**config.mk**
```make
export PLATFORM = sky130hd
export DESIGN_NAME = alu_rr_arbiter_flat
export DESIGN_NICKNAME = d
export VERILOG_FILES = /design/src/rtl/alu_rr_arbiter_pkg.sv /design/src/rtl/alu_rr_arbiter_if.sv /design/src/rtl/alu_rr_arbiter_rr.sv /design/src/rtl/alu_rr_arbiter.sv /design/src/flat_wrapper.sv
export SDC_FILE = /design/constraint.sdc
export NUM_CORES = 1
export LEC_CHECK = 0
export CORE_ASPECT_RATIO = 1.75
export CORE_MARGIN = 3
export CORE_UTILIZATION = 35
export DETAILED_ROUTE_END_ITERATION = 10
export PLACE_DENSITY = 0.8
export SETUP_SLACK_MARGIN = 0.3
export SLEW_MARGIN = 5
export SYNTH_ARGS = -nofsm -noshare
export SYNTH_HDL_FRONTEND = slang
export SYNTH_SLANG_ARGS = --single-unit
```
**constraint.sdc**
```tcl
create_clock -name clk -period 1.6 [get_ports clk]
set_input_delay 0.16 -clock clk [delete_from_list [all_inputs] [get_ports clk]]
set_output_delay 0.16 -clock clk [all_outputs]
set_load 0.01 [all_outputs]
```
**src/rtl/alu_rr_arbiter_pkg.sv**
```systemverilog
// Shared types and constants for the two-requester ALU arbiter.
package alu_rr_arbiter_pkg;

  typedef enum logic [1:0] {IDLE, EXEC, RESP} arb_state_t;

  localparam int FLAG_W = 4;
  localparam int CNT_W  = 4;

  // Plain-vector state codes so the FSM register stays a simple logic vector
  localparam logic [1:0] ST_IDLE = IDLE;
  localparam logic [1:0] ST_EXEC = EXEC;
  localparam logic [1:0] ST_RESP = RESP;

endpackage

```
**src/rtl/alu_rr_arbiter_if.sv**
```systemverilog
// Bus bundle between the requesters, the arbiter and the shared ALU.
interface alu_rr_arbiter_if #(
  parameter int WIDTH = 16,
  parameter int OP_W  = 2
);
  import alu_rr_arbiter_pkg::*;

  logic              req0_valid, req1_valid;
  logic              req0_ready, req1_ready;
  logic [WIDTH-1:0]  req0_A, req1_A, req0_B, req1_B;
  logic [OP_W-1:0]   req0_OpCode, req1_OpCode;
  logic              rsp0_valid, rsp1_valid;
  logic              rsp0_ready, rsp1_ready;
  logic [WIDTH-1:0]  rsp_Result;
  logic [FLAG_W-1:0] rsp_Flags;
  logic [WIDTH-1:0]  alu_A, alu_B;
  logic [OP_W-1:0]   alu_OpCode;
  logic [WIDTH-1:0]  alu_Result;
  logic [FLAG_W-1:0] alu_Flags;
  logic              alu_update;
  logic              busy;
  logic              grant_id;

  modport slave (
    input  req0_valid, req1_valid, req0_A, req1_A, req0_B, req1_B,
           req0_OpCode, req1_OpCode, rsp0_ready, rsp1_ready,
           alu_Result, alu_Flags,
    output req0_ready, req1_ready, rsp0_valid, rsp1_valid,
           rsp_Result, rsp_Flags, alu_A, alu_B, alu_OpCode,
           alu_update, busy, grant_id
  );

  modport master (
    output req0_valid, req1_valid, req0_A, req1_A, req0_B, req1_B,
           req0_OpCode, req1_OpCode, rsp0_ready, rsp1_ready,
           alu_Result, alu_Flags,
    input  req0_ready, req1_ready, rsp0_valid, rsp1_valid,
           rsp_Result, rsp_Flags, alu_A, alu_B, alu_OpCode,
           alu_update, busy, grant_id
  );

endinterface

```
**src/rtl/alu_rr_arbiter_rr.sv**
```systemverilog
// Two-way round-robin grant picker; prio chooses the winner only on contention.
module alu_rr_arbiter_rr (
  input  logic req0_valid,
  input  logic req1_valid,
  input  logic prio,
  output logic gnt_any,
  output logic gnt_id
);

  always_comb begin
    gnt_any = req0_valid | req1_valid;
    gnt_id  = (req0_valid & req1_valid) ? prio : req1_valid;
  end

endmodule

```
**src/rtl/alu_rr_arbiter.sv**
```systemverilog
// Shares one ALU between two requesters: grant, hold operands for ALU_LAT
// cycles, capture result/flags, return them on the winner's response channel.
module alu_rr_arbiter
  import alu_rr_arbiter_pkg::*;
#(
  parameter int WIDTH   = 16,
  parameter int OP_W    = 2,
  parameter int ALU_LAT = 1
) (
  input  logic              clk,
  input  logic              resetN,
  alu_rr_arbiter_if.slave   bus
);

  localparam logic [CNT_W-1:0] CNT_LOAD = CNT_W'(ALU_LAT - 1);

  logic [1:0]        state;
  logic [CNT_W-1:0]  cnt;
  logic              prio;
  logic              gid;
  logic [WIDTH-1:0]  op_a, op_b, res;
  logic [OP_W-1:0]   op_code;
  logic [FLAG_W-1:0] flags;
  logic              gnt_any, gnt_id;
  logic              grant, capture, rsp_ready_sel, handshake;

  alu_rr_arbiter_rr u_rr (
    .req0_valid (bus.req0_valid),
    .req1_valid (bus.req1_valid),
    .prio       (prio),
    .gnt_any    (gnt_any),
    .gnt_id     (gnt_id)
  );

  always_comb begin
    grant         = (state == ST_IDLE) && gnt_any;
    capture       = (state == ST_EXEC) && (cnt == '0);
    rsp_ready_sel = gid ? bus.rsp1_ready : bus.rsp0_ready;
    handshake     = (state == ST_RESP) && rsp_ready_sel;
  end

  // Payload is taken only in the grant cycle; later changes on the request side are ignored
  always_ff @(posedge clk or negedge resetN) begin
    if (!resetN) begin
      state   <= ST_IDLE;
      cnt     <= '0;
      prio    <= 1'b0;
      gid     <= 1'b0;
      op_a    <= '0;
      op_b    <= '0;
      op_code <= '0;
      res     <= '0;
      flags   <= '0;
    end else begin
      case (state)
        ST_IDLE: begin
          if (grant) begin
            state   <= ST_EXEC;
            gid     <= gnt_id;
            cnt     <= CNT_LOAD;
            op_a    <= gnt_id ? bus.req1_A      : bus.req0_A;
            op_b    <= gnt_id ? bus.req1_B      : bus.req0_B;
            op_code <= gnt_id ? bus.req1_OpCode : bus.req0_OpCode;
          end
        end
        ST_EXEC: begin
          if (capture) begin
            state <= ST_RESP;
            res   <= bus.alu_Result;
            flags <= bus.alu_Flags;
          end else begin
            cnt <= cnt - CNT_W'(1);
          end
        end
        ST_RESP: begin
          if (handshake) begin
            state <= ST_IDLE;
            prio  <= ~gid;
          end
        end
        default: state <= ST_IDLE;
      endcase
    end
  end

  // Operand regs feed the ALU directly, so its inputs hold their last value outside EXEC
  assign bus.req0_ready = grant & ~gnt_id;
  assign bus.req1_ready = grant &  gnt_id;
  assign bus.alu_A      = op_a;
  assign bus.alu_B      = op_b;
  assign bus.alu_OpCode = op_code;
  assign bus.alu_update = capture;
  assign bus.rsp0_valid = (state == ST_RESP) & ~gid;
  assign bus.rsp1_valid = (state == ST_RESP) &  gid;
  assign bus.rsp_Result = res;
  assign bus.rsp_Flags  = flags;
  assign bus.busy       = (state != ST_IDLE);
  assign bus.grant_id   = gid;

endmodule

```
**src/flat_wrapper.sv**
```systemverilog
// flat-port wrapper written by rule: the top's interface ports become plain ports
module alu_rr_arbiter_flat import alu_rr_arbiter_pkg::*;
#(
  parameter int WIDTH   = 16,
  parameter int OP_W    = 2,
  parameter int ALU_LAT = 1
)
  (clk, resetN, bus_req0_valid, bus_req1_valid, bus_req0_A, bus_req1_A, bus_req0_B, bus_req1_B, bus_req0_OpCode, bus_req1_OpCode, bus_rsp0_ready, bus_rsp1_ready, bus_alu_Result, bus_alu_Flags, bus_req0_ready, bus_req1_ready, bus_rsp0_valid, bus_rsp1_valid, bus_rsp_Result, bus_rsp_Flags, bus_alu_A, bus_alu_B, bus_alu_OpCode, bus_alu_update, bus_busy, bus_grant_id);
  alu_rr_arbiter_if #(.WIDTH(WIDTH), .OP_W(OP_W)) bus_i ();
  input  logic clk;
  input  logic resetN;
  input wire logic [$bits(bus_i.req0_valid)-1:0] bus_req0_valid;
  input wire logic [$bits(bus_i.req1_valid)-1:0] bus_req1_valid;
  input wire logic [$bits(bus_i.req0_A)-1:0] bus_req0_A;
  input wire logic [$bits(bus_i.req1_A)-1:0] bus_req1_A;
  input wire logic [$bits(bus_i.req0_B)-1:0] bus_req0_B;
  input wire logic [$bits(bus_i.req1_B)-1:0] bus_req1_B;
  input wire logic [$bits(bus_i.req0_OpCode)-1:0] bus_req0_OpCode;
  input wire logic [$bits(bus_i.req1_OpCode)-1:0] bus_req1_OpCode;
  input wire logic [$bits(bus_i.rsp0_ready)-1:0] bus_rsp0_ready;
  input wire logic [$bits(bus_i.rsp1_ready)-1:0] bus_rsp1_ready;
  input wire logic [$bits(bus_i.alu_Result)-1:0] bus_alu_Result;
  input wire logic [$bits(bus_i.alu_Flags)-1:0] bus_alu_Flags;
  output wire logic [$bits(bus_i.req0_ready)-1:0] bus_req0_ready;
  output wire logic [$bits(bus_i.req1_ready)-1:0] bus_req1_ready;
  output wire logic [$bits(bus_i.rsp0_valid)-1:0] bus_rsp0_valid;
  output wire logic [$bits(bus_i.rsp1_valid)-1:0] bus_rsp1_valid;
  output wire logic [$bits(bus_i.rsp_Result)-1:0] bus_rsp_Result;
  output wire logic [$bits(bus_i.rsp_Flags)-1:0] bus_rsp_Flags;
  output wire logic [$bits(bus_i.alu_A)-1:0] bus_alu_A;
  output wire logic [$bits(bus_i.alu_B)-1:0] bus_alu_B;
  output wire logic [$bits(bus_i.alu_OpCode)-1:0] bus_alu_OpCode;
  output wire logic [$bits(bus_i.alu_update)-1:0] bus_alu_update;
  output wire logic [$bits(bus_i.busy)-1:0] bus_busy;
  output wire logic [$bits(bus_i.grant_id)-1:0] bus_grant_id;
  assign bus_i.req0_valid = bus_req0_valid;
  assign bus_i.req1_valid = bus_req1_valid;
  assign bus_i.req0_A = bus_req0_A;
  assign bus_i.req1_A = bus_req1_A;
  assign bus_i.req0_B = bus_req0_B;
  assign bus_i.req1_B = bus_req1_B;
  assign bus_i.req0_OpCode = bus_req0_OpCode;
  assign bus_i.req1_OpCode = bus_req1_OpCode;
  assign bus_i.rsp0_ready = bus_rsp0_ready;
  assign bus_i.rsp1_ready = bus_rsp1_ready;
  assign bus_i.alu_Result = bus_alu_Result;
  assign bus_i.alu_Flags = bus_alu_Flags;
  assign bus_req0_ready = bus_i.req0_ready;
  assign bus_req1_ready = bus_i.req1_ready;
  assign bus_rsp0_valid = bus_i.rsp0_valid;
  assign bus_rsp1_valid = bus_i.rsp1_valid;
  assign bus_rsp_Result = bus_i.rsp_Result;
  assign bus_rsp_Flags = bus_i.rsp_Flags;
  assign bus_alu_A = bus_i.alu_A;
  assign bus_alu_B = bus_i.alu_B;
  assign bus_alu_OpCode = bus_i.alu_OpCode;
  assign bus_alu_update = bus_i.alu_update;
  assign bus_busy = bus_i.busy;
  assign bus_grant_id = bus_i.grant_id;
  alu_rr_arbiter #(.WIDTH(WIDTH), .OP_W(OP_W), .ALU_LAT(ALU_LAT)) u_core (.clk(clk), .resetN(resetN), .bus(bus_i));
endmodule
```
==> impl_metrics.tcl <==
set metrics [dict create \
    finalClockSkew_ps 4.22 \
    dr.first_iter.drc_count 103 \
    synth.distinct_cells 30 \
    maxCapViolations 0 \
    core_um2 7720 \
    grt_usage_pct 21.2 \
    max_slew_margin_pct 73.8 \
    vdd_ir_drop_max_uv 1010 \
    stdcell_area_um2 5480 \
    dr_wl_met2_um 5220 \
    hp-class "in2async" \
    reg2reg_depth 6 \
    multiInputGateArea_um2 1360 \
    violations "setup timing" \
    grt_pass1_vias 2964 \
    grt_pass1_wl_um 14900 \
    clkTransAtPathRegs_ps 50 \
    die_h_um 125 \
    synthFlopType "dfrtp_1" \
    drc 0 \
    worst_setup_path_start_kind "flip-flop" \
    required_ps 1440 \
    std_cell_rows 42 \
    clkLatencyLatePin_ps 320 \
    synth.area.top_cells "dfrtp_1 (55%), a221o_1 (12%), mux2_4 (9.6%)" \
    setup_tns_ps -1530 \
    wirelength_um 9670 \
    clock-sinks 62 \
    ios 155 \
    synth.most_common_cell "dfrtp_1" \
    critPathBufInv 3 \
    setup_ws_ps -85.8 \
    hold_viol_final 0 \
    power_per_cell_area_nw_per_um2 1970 \
    drive_gt1_share_pct 35.5 \
    syn_avg_cell_area_um2 13.2 \
    ys_ff_latch 62 \
    gr-total-overflow 0 \
    rsz0062_at_grt "yes" \
    worstPathCellList "inv_2 -> ha_4 -> nand2b_4 -> or3_4 -> inv_1 -> buf_2" \
    cp.depth 6 \
    place_ws_ps -238 \
    synth_cells 214 \
    cellLeakagePower_nw 2.51 \
    cts-root-buf "clkbuf_16" \
    critPathMaxStageDelay_ps 390 \
    post-route-util_pct 70.9 \
    grt_max_degree 63 \
    cts_buffer_depth 2 \
    antenna_found_initial 0 \
    crit_family "flip-flops" \
    fin_crit_ps 1690 \
    crit_fanout 2 \
    ys_seq_area_share_pct 54.9 \
    cts-buffers-inserted 9 \
    n_fill_cell 555 \
    worst_pin_slew_ps 393 \
    diodes 0 \
    drv_slew 0 \
    cts-htree-levels 3 \
    yosysTopAreaCell "dfrtp_1" \
    io_buffer_count 154 \
    setup_viol 29 \
    vias_per_cell 5.29 \
    area_growth_pct 93.8 \
    cpMaxStageDelayCell "dfrtp_1" \
    dpl_cell_area_um2 4540 \
    synth_nets 310 \
    wl_per_cell_um 19.3 \
    via_count 2655 \
    dr.pass1.iters 4 \
    post-route-period-util_pct 105 \
    wl_met1_um 3390 \
    cp-end-kind "output port" \
    dp_hpwl_um 6370 \
    regArea_um2 1550 \
    highest_layer "met4" \
    status "finished with violations" \
    place_congestion 0.708 \
    synth.cell_area_um2 2830 \
    async_flop_share_pct 100 \
    arrival_ps 1530 \
    nNetsFinal 505 \
    synth_common_cells "dfrtp_1 (62), a21boi_0 (35), a221o_1 (34)" \
    hold_slack_ps 390 \
    yosysWarnings 0 \
    synth_top_area_share_pct 54.9 \
    cts_tree "done" \
    criticalPathCategory "reg2out" \
    die_x_um 73.9 \
    wl_met3_um 658 \
    dieArea_um2 9230 \
    synth-edff-count 0 \
    final_antenna_net_count 0 \
    max_freq_ghz 0.593 \
    start_util_pct 36.6 \
]
==> layer usage <==
metal,vias to the layer above,global-route usage (%)
li1,1214,-
met1,1294,22.5
met2,116,36.0
met3,31,6.30
met4,0,11.4
met5,-,0
==> state kept, by name (all words and copies together) (netlist names), 2 cells and up <==
name and count:
u_core.bus.alu_A 16, u_core.cnt 4, u_core.bus.rsp_Result 16, u_core.state 2, u_core.bus.alu_B 16, u_core.bus.rsp_Flags 4, u_core.bus.alu_OpCode 2
==> report_power, final <==
part           internal [mW]  total, mW  switching [mW]
registers               2.34       2.74           0.396
logic                   3.54       5.93            2.39
clock network           1.49       2.14           0.655
==> cells by family after synthesis <==
group | after synthesis | share of synthesized area [%]
compound gates | 81 | 23.9
buf+inv | 26 | 5.05
fa+ha+maj | 2 | 0.885
flops | 62 | 54.9
simple gates | 22 | 4.60
mux | 21 | 10.7
==> area by class of cell <==
| cell class | instances | area share, % |
|---|---|---|
| sequential | 62 | 28.3 |
| clock buffer | 13 | 4.93 |
| tap | 88 | 2.01 |
| clock inverter | 3 | 1.19 |
| timing repair buffer | 203 | 38.2 |
| multi-input combinational | 126 | 24.7 |
| inverter | 7 | 0.571 |
==> per-stage QoR <==
step,std cells,power [mW]
after global routing,502,11.4
after CTS,494,10.5
after detailed placement,459,7.51
final,502,10.8
after global placement,459,7.36
after floorplan,214,5.21
==> worst min-delay path: stages <==
cell and delay, ps:
dlygate4sd3_1 520, buf_2 120, buf_12 300
==> cell usage in the layout, fill, tap and decap left out, drive strengths merged <==
cell,Yosys,routed
a21boi,35,35
a21o,1,1
a21oi,1,1
a221o,34,34
a31o,1,1
a31oi,1,1
and3,3,3
buf,9,54
bufinv,0,2
clkbuf,10,14
clkdlybuf4s50,0,92
clkinv,0,1
dfrtp,62,62
dlygate4sd2,0,55
dlygate4sd3,0,1
ha,2,2
inv,7,7
mux2,20,20
mux2i,1,1
nand2,3,3
nand2b,4,4
nand4b,1,1
nor2,4,4
nor2b,1,1
nor3,1,1
nor3b,1,1
nor4,1,1
o21ai,7,7
o221ai,1,1
or2,2,2
or3,1,1
==> path summary, 6_finish.rpt <==
check	startpoint	endpoint	slack, ps
worst max-delay path	u_core.cnt[0]	bus_alu_update	-90
worst min-delay path	resetN	u_core.bus.rsp_Result[14]	390
worst max register to register	u_core.cnt[0]	u_core.bus.rsp_Result[7]	-80
worst min register to register	u_core.bus.rsp_Result[5]	u_core.bus.rsp_Result[5]	500
max in group asynchronous	resetN	u_core.state[0]	930
min in group clk	bus_req1_OpCode[0]	u_core.bus.alu_OpCode[0]	440
==> what timing repair did <==
action	CTS	global route
pin swaps	20	17
resized for setup	188	28
setup endpoints to repair	121	67
endpoints found under the hold margin	62	0
cloned	6	1
setup buffers	12	7
hold buffers	1	0
Note: power is estimated with default switching activity, not from simulation.
